<file path="src/rtl/sync_sample_fifo_pkg.sv">
// sync_sample_fifo_pkg: shared defaults and register-map status bit positions for the sample FIFO
package sync_sample_fifo_pkg;
  localparam int DATA_W_DEF     = 32;
  localparam int DEPTH_LOG2_DEF = 3;
  localparam int STAT_EMPTY_BIT = 0;
  localparam int STAT_FULL_BIT  = 1;
  localparam int STAT_OVF_BIT   = 2;
  localparam int STAT_UNF_BIT   = 3;
endpackage

</file>
<file path="src/rtl/sync_fifo_mem.sv">
// sync_fifo_mem: stereo-pair register array, 1 write port, 1 registered read port
//   clk, rst_n          clock, async active-low reset (read register only; array is not reset)
//   we, waddr, wdata    write strobe, address, {left,right} pair
//   re, raddr           read strobe and address; rdata updates on the edge after re, else holds
module sync_fifo_mem import sync_sample_fifo_pkg::*; #(
  parameter int DATA_W     = DATA_W_DEF,
  parameter int DEPTH_LOG2 = DEPTH_LOG2_DEF
) (
  input  logic                    clk,
  input  logic                    rst_n,
  input  logic                    we,
  input  logic [DEPTH_LOG2-1:0]   waddr,
  input  logic [2*DATA_W-1:0]     wdata,
  input  logic                    re,
  input  logic [DEPTH_LOG2-1:0]   raddr,
  output logic [2*DATA_W-1:0]     rdata
);
  logic [2*DATA_W-1:0] mem [2**DEPTH_LOG2];
  always_ff @(posedge clk)
    if (we) mem[waddr] <= wdata;
  always_ff @(posedge clk or negedge rst_n)
    if (!rst_n) rdata <= '0;
    else if (re) rdata <= mem[raddr];
endmodule

</file>
<file path="src/rtl/sync_sample_fifo.sv">
// sync_sample_fifo: stereo sample FIFO between the audio receive port and the DSP datapath
//   clk, rst_n                                   clock, async active-low reset
//   write_en, iis_adsp_left/right_data           pair capture strobe and data
//   rd_en -> rd_left/right_data, rd_valid        read request, data/valid one cycle later
//   fifo_level, fifo_empty, fifo_full            registered occupancy status
//   regmap_fifo_flush, regmap_flag_clr           flush (highest priority), sticky flag clear
//   overflow_flg, underflow_flg                  sticky dropped-write / empty-read flags
//   IFIFO_UNDERFLOW_REPEAT_EN: empty reads still pulse rd_valid, re-presenting the last pair
module sync_sample_fifo import sync_sample_fifo_pkg::*; #(
  parameter int DATA_W     = DATA_W_DEF,
  parameter int DEPTH_LOG2 = DEPTH_LOG2_DEF
) (
  input  logic                  clk,
  input  logic                  rst_n,
  input  logic                  write_en,
  input  logic [DATA_W-1:0]     iis_adsp_left_data,
  input  logic [DATA_W-1:0]     iis_adsp_right_data,
  input  logic                  rd_en,
  output logic [DATA_W-1:0]     rd_left_data,
  output logic [DATA_W-1:0]     rd_right_data,
  output logic                  rd_valid,
  output logic [DEPTH_LOG2:0]   fifo_level,
  output logic                  fifo_empty,
  output logic                  fifo_full,
  input  logic                  regmap_fifo_flush,
  input  logic                  regmap_flag_clr,
  output logic                  overflow_flg,
  output logic                  underflow_flg
);
  localparam logic [DEPTH_LOG2:0] DEPTH = (DEPTH_LOG2+1)'(1) << DEPTH_LOG2;
  logic [DEPTH_LOG2-1:0] wr_ptr, rd_ptr;
  logic [DEPTH_LOG2:0]   lvl_nxt;
  logic [2*DATA_W-1:0]   rd_pair;
  logic wr_ok, rd_ok, ovf_set, unf_set, rd_show;
  // A write into a full FIFO is accepted when a read frees the slot on the same edge
  always_comb begin
    wr_ok   = write_en && !regmap_fifo_flush && (!fifo_full || rd_en);
    rd_ok   = rd_en && !regmap_fifo_flush && !fifo_empty;
    ovf_set = write_en && !regmap_fifo_flush && fifo_full && !rd_en;
    unf_set = rd_en && !regmap_fifo_flush && fifo_empty;
    lvl_nxt = regmap_fifo_flush ? '0 : fifo_level + (DEPTH_LOG2+1)'(wr_ok) - (DEPTH_LOG2+1)'(rd_ok);
  end
`ifdef IFIFO_UNDERFLOW_REPEAT_EN
  assign rd_show = rd_en && !regmap_fifo_flush;
`else
  assign rd_show = rd_ok;
`endif
  always_ff @(posedge clk or negedge rst_n)
    if (!rst_n) begin
      wr_ptr        <= '0;
      rd_ptr        <= '0;
      fifo_level    <= '0;
      fifo_empty    <= 1'b1;
      fifo_full     <= 1'b0;
      rd_valid      <= 1'b0;
      overflow_flg  <= 1'b0;
      underflow_flg <= 1'b0;
    end else begin
      wr_ptr        <= regmap_fifo_flush ? '0 : wr_ptr + DEPTH_LOG2'(wr_ok);
      rd_ptr        <= regmap_fifo_flush ? '0 : rd_ptr + DEPTH_LOG2'(rd_ok);
      fifo_level    <= lvl_nxt;
      fifo_empty    <= lvl_nxt == '0;
      fifo_full     <= lvl_nxt == DEPTH;
      rd_valid      <= rd_show;
      overflow_flg  <= ovf_set || (overflow_flg && !regmap_flag_clr);
      underflow_flg <= unf_set || (underflow_flg && !regmap_flag_clr);
    end
  sync_fifo_mem #(.DATA_W(DATA_W), .DEPTH_LOG2(DEPTH_LOG2)) u_mem (
    .clk(clk),
    .rst_n(rst_n),
    .we(wr_ok),
    .waddr(wr_ptr),
    .wdata({iis_adsp_left_data, iis_adsp_right_data}),
    .re(rd_ok),
    .raddr(rd_ptr),
    .rdata(rd_pair)
  );
  assign rd_left_data  = rd_pair[2*DATA_W-1:DATA_W];
  assign rd_right_data = rd_pair[DATA_W-1:0];
endmodule
</file>
<file path="config.mk">
export PLATFORM = sky130hd
export DESIGN_NAME = sync_sample_fifo
export DESIGN_NICKNAME = d
export VERILOG_FILES = /design/src/rtl/sync_sample_fifo_pkg.sv /design/src/rtl/sync_fifo_mem.sv /design/src/rtl/sync_sample_fifo.sv
export SDC_FILE = /design/constraint.sdc
export NUM_CORES = 1
export LEC_CHECK = 0
export BUFFER_PORTS_ARGS = -buffer_cell sky130_fd_sc_hd__clkbuf_2
export CAP_MARGIN = 10
export CELL_PAD_IN_SITES_DETAIL_PLACEMENT = 1
export CELL_PAD_IN_SITES_GLOBAL_PLACEMENT = 1
export CORE_MARGIN = 3
export CORE_UTILIZATION = 47
export DETAILED_ROUTE_END_ITERATION = 12
export PLACE_DENSITY_LB_ADDON = 0.3
export SYNTH_ARGS = -nofsm -noshare
export SYNTH_HDL_FRONTEND = slang
export SYNTH_SLANG_ARGS = --single-unit
</file>
<file path="constraint.sdc">
create_clock -name clk -period 5.7 [get_ports clk]
set_input_delay 1.14 -clock clk [delete_from_list [all_inputs] [get_ports clk]]
set_output_delay 1.14 -clock clk [all_outputs]
set_load 0.02 [all_outputs]
</file>
==> run summary <==
================================================================================
Most common cell after layout, fill and taps aside ................ sky130_fd_sc_hd__edfxtp_1
Peak ir drop on the vdd network ...................................       347 uV
Post-Syn Nets .....................................................         1380
Worst Reg-to-Reg Cells ............................................            4
Count of unique library cells instantiated by Yosys ...............           35
Simple-gate portion of the synthesized area .......................        4.35%
Clock Skews .......................................................    0.0195 ns
Normalized max-slew margin ........................................        22.1%
Largest cells by area after synthesis ............................. sky130_fd_sc_hd__edfxtp_1, sky130_fd_sc_hd__mux2i_1, sky130_fd_sc_hd__dfrtp_1, sky130_fd_sc_hd__a22oi_1, sky130_fd_sc_hd__nand2_1
Remaining antenna violation count after routing ...................            0
HP Start .......................................................... u_mem.rdata[63]
Total congestion overflow after global routing ....................            0
Area of the placeable core ........................................   47100 um^2
Post-synth top area share .........................................        68.1%
Final clock period utilization by the worst path ..................        58.8%
Number of antenna violations at the first check in global routing .            3
Vias per cell .....................................................         5.63
Critical R2R Capture .............................................. u_mem.mem[1][14]
IO Port Bufs ......................................................          142
Starting density of the core ......................................        48.0%
Synth-to-layout area growth .......................................        14.1%
Max Cap Violations ................................................            0
Fraction of synthesized cell area in xor and xnor cells ...........       0.194%
Post-synthesis mux area share .....................................        11.3%
Clock transition at path regs .....................................      0.06 ns
Sequential fraction of the synthesis area .........................        76.8%
Instance area at placement ........................................   23800 um^2
Router iterations before antenna repair ...........................            5
First-iteration detailed-routing DRC count ........................          851
Largest family of logic cells by synthesized area ................. multiplexers
Area share of fa/ha/maj cells after synthesis .....................       0.476%
Worst setup path class ............................................ input port to flop
Cell breakdown of the critical path ............................... clkbuf_2, nand2b_1, a21oi_1, nand2_1, nor3_4, buf_12
Synth Instances ...................................................         1302
Count of buffers added by post-CTS timing repair for setup ........            0
Total count of max-transition violations in the final report ......            0
Worst hold path cell count ........................................            2
Reg2Reg Launch Point ..............................................    fifo_full
Number of top-level pins ..........................................          143
Via count of the routed design ....................................        11.9k
Buffering stage count on the worst path with inverters included ...            2
Die X .............................................................       225 um
Clock tree from TritonCTS .........................................          yes
Most used flip-flop cell after synthesis .......................... sky130_fd_sc_hd__edfxtp_1
Placement Rows ....................................................           79
Power Dens Cells ..................................................  411 nW/um^2
Measured slew at the worst slew-check pin .........................      1.17 ns
Master of the slowest instance on the critical path ............... sky130_fd_sc_hd__nor3_4
Warnings, synthesis ...............................................            0
Maximum buffer depth of the clock tree ............................            3
Fin. Hold Viols ...................................................            0
Delay of the slowest critical-path stage ..........................      0.89 ns
Clock insertion delay at the later pin of the skew report .........      0.61 ns
Critical path's top delay family .................................. simple AND/OR/NAND/NOR gates
Wire length of the first global-routing pass ......................     78900 um
Num CTS Buffers ...................................................           58
Peak clock frequency supported by timing ..........................      299 MHz
Crit path required time ...........................................      5.96 ns
Total of hold buffers inserted after clock tree synthesis .........            0
Drt drc ...........................................................            0
Leakage ...........................................................      8.92 nW
Hold-critical path endpoint ....................................... u_mem.rdata[63]
Unrepaired setup endpoints after global routing ...................           no
Number of nets in the layout ......................................         1527
Flip-flop and latch count after synthesis .........................          591
Half-perimeter wire length after placement ........................     27600 um
Result of the run ................................................. finished, final reports clean
Critical path data arrival time ...................................      3.61 ns
Final min period ..................................................      3.35 ns
CTS H-Tree Depth ..................................................            2
Total track usage .................................................        20.6%
Maximum number of pins on one net before global-route repair ......          103
Die Footprint .....................................................   50700 um^2
Die height ........................................................       225 um
Count of endpoints failing setup in the final report ..............            0
Global placement routability congestion ...........................        0.678
Setup crit start kind .............................................   input port
Class of the tightest hold or removal check ....................... flop to flop
PostCTS Resize Cnt ................................................            0
Setup slack on the worst flop-to-flop path ........................      2.92 ns
Worst-path fanout max .............................................           50
Number of flops mapped to enable cells by yosys ...................          512
Crit end category .................................................         flop
Total wire length .................................................     52000 um
CTS root buf ...................................................... sky130_fd_sc_hd__clkbuf_16
Highest-count cells in the layout ignoring fill and taps .......... sky130_fd_sc_hd__edfxtp_1, sky130_fd_sc_hd__mux2i_1, sky130_fd_sc_hd__clkbuf_2, sky130_fd_sc_hd__nand2_1, sky130_fd_sc_hd__a22oi_1
Total clock sinks .................................................          591
Total standard cell area after synthesis ..........................   22600 um^2
Setup_tns .........................................................         0 ns
Share of layout cells above drive strength 1 ......................        17.6%
Share of flip-flops with an asynchronous set or reset .............        13.4%
Wire per inst .....................................................      24.7 um
Cell type with the largest total area after synthesis ............. sky130_fd_sc_hd__edfxtp_1
Mapped Avg Cell Area ..............................................    17.4 um^2
Fraction of the mapped netlist area in compound gates .............        4.48%
Vias in the first global route ....................................        13.0k
Post-route cell area ..............................................   25800 um^2
================================================================================
[worst reg2reg max path, stage by stage, from the launching register on]
cell and delay [ns]:
sky130_fd_sc_hd__dfrtp_1 0.40, sky130_fd_sc_hd__a21oi_1 0.37, sky130_fd_sc_hd__nand2_1 0.33, sky130_fd_sc_hd__nor3_4 0.89, sky130_fd_sc_hd__buf_12 0.41
[power breakdown]
group          internal, mW  total (mW)  switching (mW)  leakage (nW)
sequential             5.01        5.22           0.207          5.62
combinational         0.545        1.54           0.996          2.35
clock                  2.24        3.83            1.59         0.951
total                  7.80        10.6            2.79          8.92
[final cells by class]
cell class | instances | area (um^2)
fill | 4355 | 21300
sequential | 591 | 17400
multi-input combinational | 632 | 4800
clock buffer | 73 | 1630
timing repair buffer | 159 | 891
tap | 607 | 759
clock inverter | 37 | 298
inverter | 7 | 27.5
antenna | 3 | 7.51
[synth_stat cells, drive strengths merged, types with 2 or more instances]
| master | number |
|---|---|
| edfxtp | 512 |
| mux2i | 256 |
| nand2 | 131 |
| a22oi | 128 |
| dfrtp | 78 |
| nand3 | 64 |
| buf | 58 |
| clkbuf | 14 |
| nor2 | 12 |
| nor2b | 9 |
| ha | 7 |
| inv | 6 |
| nand2b | 6 |
| xnor2 | 4 |
| a21oi | 3 |
| nor3 | 2 |
[layer usage]
layer / global-route usage [%] / routed length (um)
met3: 3.11 / 2070
met5: 0 / 0
met1: 26.8 / 22000
met4: 4.90 / 864
met2: 36.8 / 27100
[worst max path at each step]
stage                                 start          endpoint  slack, ns  cells after the start
final                     regmap_fifo_flush  u_mem.mem[1][14]       2.35                      6
after CTS                 regmap_fifo_flush  u_mem.mem[1][26]       2.35                      6
after global routing      regmap_fifo_flush   u_mem.mem[1][9]       2.14                      6
after global placement    regmap_fifo_flush  u_mem.mem[0][13]       1.82                      6
after detailed placement  regmap_fifo_flush  u_mem.mem[1][25]       1.69                      6
after floorplan           regmap_fifo_flush   u_mem.mem[7][0]       0.78                      4
[per-stage QoR]
stage                     power [mW]  instances  setup slack (ns)  hold WS [ns]  util, %
after floorplan                 6.32       1302             0.779         0.572        -
after global placement          6.82       1996              1.82         0.458     50.7
after detailed placement        6.88       1996              1.69         0.462     50.7
after CTS                       10.7       2106              2.35         0.478     54.8
after global routing            11.0       2107              2.14         0.503     54.8
final                           10.6       2109              2.35         0.471     54.8
[sequential cells by signal, summed over array words and instances, names as in the netlist]
name / count
fifo_empty: 1
fifo_full: 1
underflow_flg: 1
fifo_level: 4
u_mem.mem: 512
rd_ptr: 3
overflow_flg: 1
u_mem.rdata: 64
rd_valid: 1
wr_ptr: 3
[logic make-up (layout without fill, tap and decap cells)]
family / after synthesis / in the layout
flip-flops: 591 / 591
multiplexers: 256 / 256
AND/OR/NAND/NOR: 227 / 227
AO/OA/AOI/OAI: 136 / 136
buffers and inverters: 79 / 276
adder cells (fa/ha/maj): 8 / 8
XOR/XNOR: 5 / 5
other: 0 / 3
No activity file was read; power rests on OpenSTA's default activity.
